**src/rtl/cache_line_fetch.sv**
```systemverilog
// Cache miss line fetcher: issues one memory read per miss tag, assembles the
// beat responses into a full line and returns {tag, line} in request order.
module cache_line_fetch #(
  parameter int unsigned TAGS_WIDTH      = 48,
  parameter int unsigned CACHE_SIZE      = 512,
  parameter int unsigned DATA_PORT_SIZE  = 128,
  parameter int unsigned MAX_OUTSTANDING = 4
) (
  input  logic                             clk,
  input  logic                             rst,
  input  logic [TAGS_WIDTH-1:0]            miss_addr_stream_tdata,
  input  logic                             miss_addr_stream_tvalid,
  output logic                             miss_addr_stream_tready,
  output logic [TAGS_WIDTH+CACHE_SIZE-1:0] line_data_stream_tdata,
  output logic                             line_data_stream_tvalid,
  input  logic                             line_data_stream_tready,
  output logic [TAGS_WIDTH-1:0]            mem_req_stream_tdata,
  output logic                             mem_req_stream_tvalid,
  input  logic                             mem_req_stream_tready,
  input  logic [DATA_PORT_SIZE-1:0]        mem_rsp_stream_tdata,
  input  logic                             mem_rsp_stream_tvalid,
  input  logic                             mem_rsp_stream_tlast,
  output logic                             mem_rsp_stream_tready,
  output logic                             proto_err
);

  localparam int unsigned BEATS  = CACHE_SIZE / DATA_PORT_SIZE;
  localparam int unsigned BEAT_W = (BEATS > 1) ? $clog2(BEATS) : 1;
  localparam int unsigned PTR_W  = (MAX_OUTSTANDING > 1) ? $clog2(MAX_OUTSTANDING) : 1;
  localparam int unsigned CNT_W  = $clog2(MAX_OUTSTANDING + 1);

  typedef enum logic [1:0] {COLLECT = 2'd0, HOLD = 2'd1, DRAIN = 2'd2} state_t;

  state_t                  r_state, w_state_nxt;
  logic                    r_req_valid;
  logic [TAGS_WIDTH-1:0]   r_req_tag;
  logic [CNT_W-1:0]        r_outstanding;
  logic [CNT_W-1:0]        r_fifo_cnt;
  logic [PTR_W-1:0]        r_wr_ptr, r_rd_ptr;
  logic [TAGS_WIDTH-1:0]   r_fifo_mem [MAX_OUTSTANDING];
  logic [BEAT_W-1:0]       r_beat;
  logic [CACHE_SIZE-1:0]   r_line;
  logic                    r_proto_err;
  logic                    r_drain_done;

  logic w_fifo_full, w_fifo_empty, w_miss_ready, w_miss_fire, w_req_fire;
  logic w_rsp_ready, w_rsp_fire, w_line_valid, w_line_fire, w_drain_pop, w_pop;
  logic w_collect_beat, w_last_beat, w_mismatch;

  function automatic logic [PTR_W-1:0] ptr_inc(input logic [PTR_W-1:0] p);
    return (p == PTR_W'(MAX_OUTSTANDING - 1)) ? '0 : p + PTR_W'(1);
  endfunction

  assign w_fifo_full    = (r_fifo_cnt == CNT_W'(MAX_OUTSTANDING));
  assign w_fifo_empty   = (r_fifo_cnt == '0);
  assign w_miss_ready   = !rst && (r_outstanding < CNT_W'(MAX_OUTSTANDING)) && !w_fifo_full &&
                          (!r_req_valid || mem_req_stream_tready);
  assign w_miss_fire    = w_miss_ready && miss_addr_stream_tvalid;
  assign w_req_fire     = !rst && r_req_valid && mem_req_stream_tready;
  assign w_rsp_fire     = w_rsp_ready && mem_rsp_stream_tvalid;
  assign w_line_fire    = w_line_valid && line_data_stream_tready;
  assign w_pop          = w_line_fire || w_drain_pop;
  assign w_collect_beat = w_rsp_fire && (r_state == COLLECT);
  assign w_last_beat    = (r_beat == BEAT_W'(BEATS - 1));
  assign w_mismatch     = w_collect_beat && (mem_rsp_stream_tlast != w_last_beat);

  // FSM state register
  always_ff @(posedge clk) begin
    if (rst) r_state <= COLLECT;
    else     r_state <= w_state_nxt;
  end

  // FSM next state
  always_comb begin
    w_state_nxt = r_state;
    case (r_state)
      COLLECT: if (w_mismatch)                       w_state_nxt = DRAIN;
               else if (w_collect_beat && w_last_beat) w_state_nxt = HOLD;
      HOLD:    if (w_line_fire)                      w_state_nxt = COLLECT;
      DRAIN:   if (w_drain_pop)                      w_state_nxt = COLLECT;
      default:                                       w_state_nxt = COLLECT;
    endcase
  end

  // FSM outputs; an early tlast ends the line, so DRAIN then only retires the tag
  always_comb begin
    w_rsp_ready  = 1'b0;
    w_line_valid = 1'b0;
    w_drain_pop  = 1'b0;
    if (!rst) begin
      case (r_state)
        COLLECT: w_rsp_ready = !w_fifo_empty;
        HOLD:    w_line_valid = 1'b1;
        DRAIN: begin
          w_rsp_ready = !r_drain_done && !w_fifo_empty;
          w_drain_pop = r_drain_done || (w_rsp_fire && mem_rsp_stream_tlast);
        end
        default: ;
      endcase
    end
  end

  // Control state: request register, counters, tag FIFO pointers, error flag
  always_ff @(posedge clk) begin
    if (rst) begin
      r_req_valid   <= 1'b0;
      r_outstanding <= '0;
      r_fifo_cnt    <= '0;
      r_wr_ptr      <= '0;
      r_rd_ptr      <= '0;
      r_beat        <= '0;
      r_proto_err   <= 1'b0;
      r_drain_done  <= 1'b0;
    end else begin
      if (w_miss_fire)     r_req_valid <= 1'b1;
      else if (w_req_fire) r_req_valid <= 1'b0;

      case ({w_miss_fire, w_pop})
        2'b10: begin
          r_outstanding <= r_outstanding + CNT_W'(1);
          r_fifo_cnt    <= r_fifo_cnt + CNT_W'(1);
        end
        2'b01: begin
          r_outstanding <= r_outstanding - CNT_W'(1);
          r_fifo_cnt    <= r_fifo_cnt - CNT_W'(1);
        end
        default: ;
      endcase
      if (w_miss_fire) r_wr_ptr <= ptr_inc(r_wr_ptr);
      if (w_pop)       r_rd_ptr <= ptr_inc(r_rd_ptr);

      if (w_collect_beat) r_beat <= (w_mismatch || w_last_beat) ? '0 : r_beat + BEAT_W'(1);

      if (w_mismatch) begin
        r_proto_err  <= 1'b1;
        r_drain_done <= mem_rsp_stream_tlast;
      end else if (w_drain_pop) begin
        r_drain_done <= 1'b0;
      end
    end
  end

  // Data storage, no reset needed
  always_ff @(posedge clk) begin
    if (w_miss_fire) begin
      r_fifo_mem[r_wr_ptr] <= miss_addr_stream_tdata;
      r_req_tag            <= miss_addr_stream_tdata;
    end
    if (w_collect_beat) begin
      for (int k = 0; k < BEATS; k++) begin
        if (r_beat == BEAT_W'(k)) r_line[k*DATA_PORT_SIZE +: DATA_PORT_SIZE] <= mem_rsp_stream_tdata;
      end
    end
  end

  assign miss_addr_stream_tready = w_miss_ready;
  assign mem_req_stream_tvalid   = !rst && r_req_valid;
  assign mem_req_stream_tdata    = r_req_tag;
  assign line_data_stream_tvalid = w_line_valid;
  assign line_data_stream_tdata  = {r_fifo_mem[r_rd_ptr], r_line};
  assign mem_rsp_stream_tready   = w_rsp_ready;
  assign proto_err               = !rst && r_proto_err;

endmodule
```
**config.mk**
```make
export PLATFORM = sky130hd
export DESIGN_NAME = cache_line_fetch
export DESIGN_NICKNAME = d
export VERILOG_FILES = /design/src/rtl/cache_line_fetch.sv
export SDC_FILE = /design/constraint.sdc
export NUM_CORES = 1
export LEC_CHECK = 0
export ABC_AREA = 0
export CORE_AREA = 2 2 312 314
export CTS_CLUSTER_DIAMETER = 120
export DETAILED_ROUTE_END_ITERATION = 7
export DIE_AREA = 0 0 314 316
export DONT_BUFFER_PORTS = 1
export PLACE_DENSITY = 0.43
export SLEW_MARGIN = 40
export SYNTH_ARGS = -nofsm -noshare
export SYNTH_HDL_FRONTEND = slang
export SYNTH_SLANG_ARGS = --single-unit
```
**constraint.sdc**
```tcl
create_clock -name clk -period 13.03 [get_ports clk]
set_clock_uncertainty 0.05 [all_clocks]
set_input_delay 3.909 -clock clk [delete_from_list [all_inputs] [get_ports clk]]
set_output_delay 3.909 -clock clk [all_outputs]
set_load 0.02 [all_outputs]
```
==> flow_metrics.py <==
metrics = {
    "timing": {
        "min_period_over_period": 0.657,
        "period_needed_ps": 8560,
        "max_freq_mhz": 117,
        "drv_slew": 0,
        "tightest_slew_ps": 834,
        "relSlewSlack": 0.444,
        "hold_viol": 0,
        "setup_slack_ps": 4470,
        "setup_tns_ps": 0,
        "rsz0062_at_grt": "false",
        "setup_viol_count_final": 0,
    },
    "routing": {
        "first_pass_iters": 5,
        "ant_nets": 0,
        "first_iter_violations": 981,
        "routed_wl_um": 77100,
        "drcViolationCount": 0,
        "vias_per_cell": 4.38,
        "wl_per_cell_um": 32.3,
        "vias": 10463,
    },
    "worst_setup_path": {
        "cp.depth": 3,
        "cp_slowest_cell": "a21oi_1",
        "end_kind": "primary output",
        "cpLargestDelayFamily": "compound AO/OA/AOI/OAI gates",
        "rrSetupSlack_ps": 9500,
        "crit_required_ps": 9070,
        "r2r_cells": 5,
        "start_kind": "input pin",
        "cp-endpoint": "mem_rsp_stream_tready",
        "r2r_start": "r_state[0]",
        "cpPeakStageDelay_ps": 490,
        "path_class": "in2out",
        "cp_num_buf_inv": 0,
        "crit_chain": "nor2_8, nand2_1, a21oi_1",
        "cp.arrival_ps": 4600,
        "crit_path_start": "rst",
        "r2r_end": "r_line[297]",
        "crit_fanout": 22,
    },
    "synthesis": {
        "syn_area_per_cell_um2": 26.5,
        "synthArstFlopShare": 0,
        "yosysWarnings": 0,
        "synth_cells": 941,
        "syn_nets": 1137,
        "synth_seq_cells": 771,
        "ys_types": 48,
        "synth_area_mm2": 0.0249,
        "yosysSeqAreaShare": 0.921,
        "ys.flop_type": "edfxtp_1",
        "synth_enable_flop_cells": 752,
    },
    "placement": {
        "place.gp.congestion": 0.804,
        "dpl_cell_area_mm2": 0.0267,
        "io_buffers": 0,
        "dp_hpwl_um": 53400,
        "dp_slack_ps": 4450,
    },
    "finish": {
        "final_core_util": 0.307,
        "final_cell_mix": "edfxtp_1 (752), clkbuf_16 (83), mux4_2 (48), clkbuf_1 (21), dfxtp_1 (17)",
        "area_delta_synth_final_pct": 18.3,
        "layout-drive-gt1-share": 0.193,
        "nNetsFinal": 1225,
        "stdcell_area_mm2": 0.0295,
        "layout_commonest_cell": "edfxtp_1",
        "nFillCells": 9189,
        "multi_input_area_mm2": 0.00186,
        "final-seq-area_mm2": 0.0230,
    },
    "worst_hold_path": {
        "min_path_type": "reg2reg",
    },
    "power": {
        "seqPwrFrac": 0.536,
        "p_comb_frac": 0.010,
        "p_int_w": 0.00414,
        "vdd.ir_drop.worst_mv": 0.109,
        "clock_power_share": 0.454,
        "swShare": 0.205,
        "power_w": 0.00521,
        "power.static_leakage_nw": 9.00,
        "power.switching_w": 0.00107,
        "powerDensity_mw_per_mm2": 177,
    },
    "floorplanning": {
        "initial_core_util": 0.260,
        "ios": 796,
        "die_h_um": 316,
        "die-area_mm2": 0.0992,
        "row_count": 114,
        "die_x_um": 314,
        "coreArea_mm2": 0.0960,
    },
    "clock_network": {
        "ctsResizeCount": 0,
        "clk_path_buf_depth": 3,
        "h-tree-depth": 3,
        "cts_setup_buffers": 0,
        "cts.sinks": 771,
        "clk-insertion-delay-late_ps": 640,
        "numCtsBuffers": 83,
        "cts.reportedPaths.clkPinSlew_ps": 50,
        "cts_hold_buf": 0,
        "cts_root_buf": "clkbuf_16",
        "cts_tree": "built",
    },
    "global_route": {
        "antenna_found_initial": 14,
        "grt_max_degree": 63,
        "grt_pass1_wl_um": 99500,
        "grt_overflow": 0,
        "grt_pass1_vias": 10668,
        "grtUsageTotal": 0.149,
    },
    "run": {
        "maxCapViolCount": 0,
    },
    "outcome": {
        "status": "complete, no violations",
    },
}
-- sequential cells by signal (all words and copies together) (netlist names), named ones only --
name and cells:
r_line 512, r_state 2, r_wr_ptr 2, r_fifo_cnt 3, r_outstanding 3, r_proto_err 1
r_rd_ptr 2, r_drain_done 1, r_req_valid 1, mem_req_stream_tdata 48, r_beat 2, r_fifo_mem 192
-- per-layer routing --
| metal | track usage | vias up | routed length, um |
|---|---|---|---|
| met1 | 0.164 | 5623 | 26900 |
| li1 | - | 4063 | - |
| met2 | 0.244 | 659 | 38500 |
| met5 | 0 | - | 0 |
| met3 | 0.0742 | 118 | 9140 |
| met4 | 0.0645 | 0 | 2490 |
-- Yosys cell counts, types with 2 or more instances --
cell type | n | share of area
buf_6 | 3 | 0.0014
nor2b_1 | 2 | 0.00050
mux2i_1 | 3 | 0.0012
buf_2 | 5 | 0.0010
nand4b_1 | 2 | 0.00070
dfxtp_1 | 19 | 0.015
nand2_1 | 6 | 0.00090
buf_1 | 2 | 0.00030
edfxtp_1 | 752 | 0.91
nand2b_1 | 2 | 0.00050
nor2_1 | 12 | 0.0018
nand3_1 | 6 | 0.0012
or3b_2 | 2 | 0.00070
and2_1 | 3 | 0.00075
clkbuf_1 | 4 | 0.00060
ha_1 | 13 | 0.0065
a21oi_1 | 11 | 0.0022
mux4_2 | 48 | 0.043
and3_1 | 5 | 0.0013
or3_1 | 2 | 0.00050
a31oi_1 | 2 | 0.00050
inv_1 | 6 | 0.00090
xor2_1 | 6 | 0.0021
-- tightest hold or removal path, stage by stage, from the launching register on --
cell     delay [ps]
dfxtp_1         320
o21ai_0          70
a21oi_1          60
-- cell families (layout without fill, tap and decap cells) --
family,after synthesis,after routing,synth area share
AOI/OAI and AO/OA,24,24,0.00723
xor gates and xnor gates,7,7,0.00246
adders and majority gates,13,13,0.00652
buffers and inverters,23,178,0.00522
DFF,771,771,0.921
muxes,51,51,0.0446
other,0,17,0
and+or+nand+nor,52,52,0.0130
-- cell type report --
cell class | instances | share of cell area
clock buffer | 106 | 0.0740
clock inverter | 46 | 0.0202
timing repair buffer | 20 | 0.00801
sequential | 771 | 0.778
antenna | 17 | 0.00144
inverter | 6 | 0.000763
tap | 1276 | 0.0541
multi-input combinational | 147 | 0.0630
-- worst min-delay path by stage --
stage / from / to / slack, ps / cells past startpoint
3_3_place_gp: r_fifo_cnt[2] / r_fifo_cnt[2] / 430 / 2
6_report: r_fifo_cnt[2] / r_fifo_cnt[2] / 450 / 2
2_1_floorplan: r_beat[1] / r_beat[1] / 410 / 2
4_1_cts: r_fifo_cnt[2] / r_fifo_cnt[2] / 450 / 2
3_5_place_dp: r_beat[1] / r_beat[1] / 440 / 2
5_1_grt: r_beat[1] / r_beat[1] / 480 / 2
-- power groups by stage --
stage                     sequential (W)  combinational, W  clock (W)
after global routing             0.00279         0.0000571    0.00252
final                            0.00279         0.0000526    0.00237
after detailed placement         0.00284         0.0000541          0
after CTS                        0.00279         0.0000544    0.00243
after floorplan                  0.00284         0.0000379          0
after global placement           0.00284         0.0000526          0
-- through the flow --
stage	std cells	hold slack, ps
after floorplan	941	412
after global placement	2215	425
after detailed placement	2220	436
after CTS	2372	446
after global routing	2388	482
final	2389	445
(Power assumes the default switching activity.)
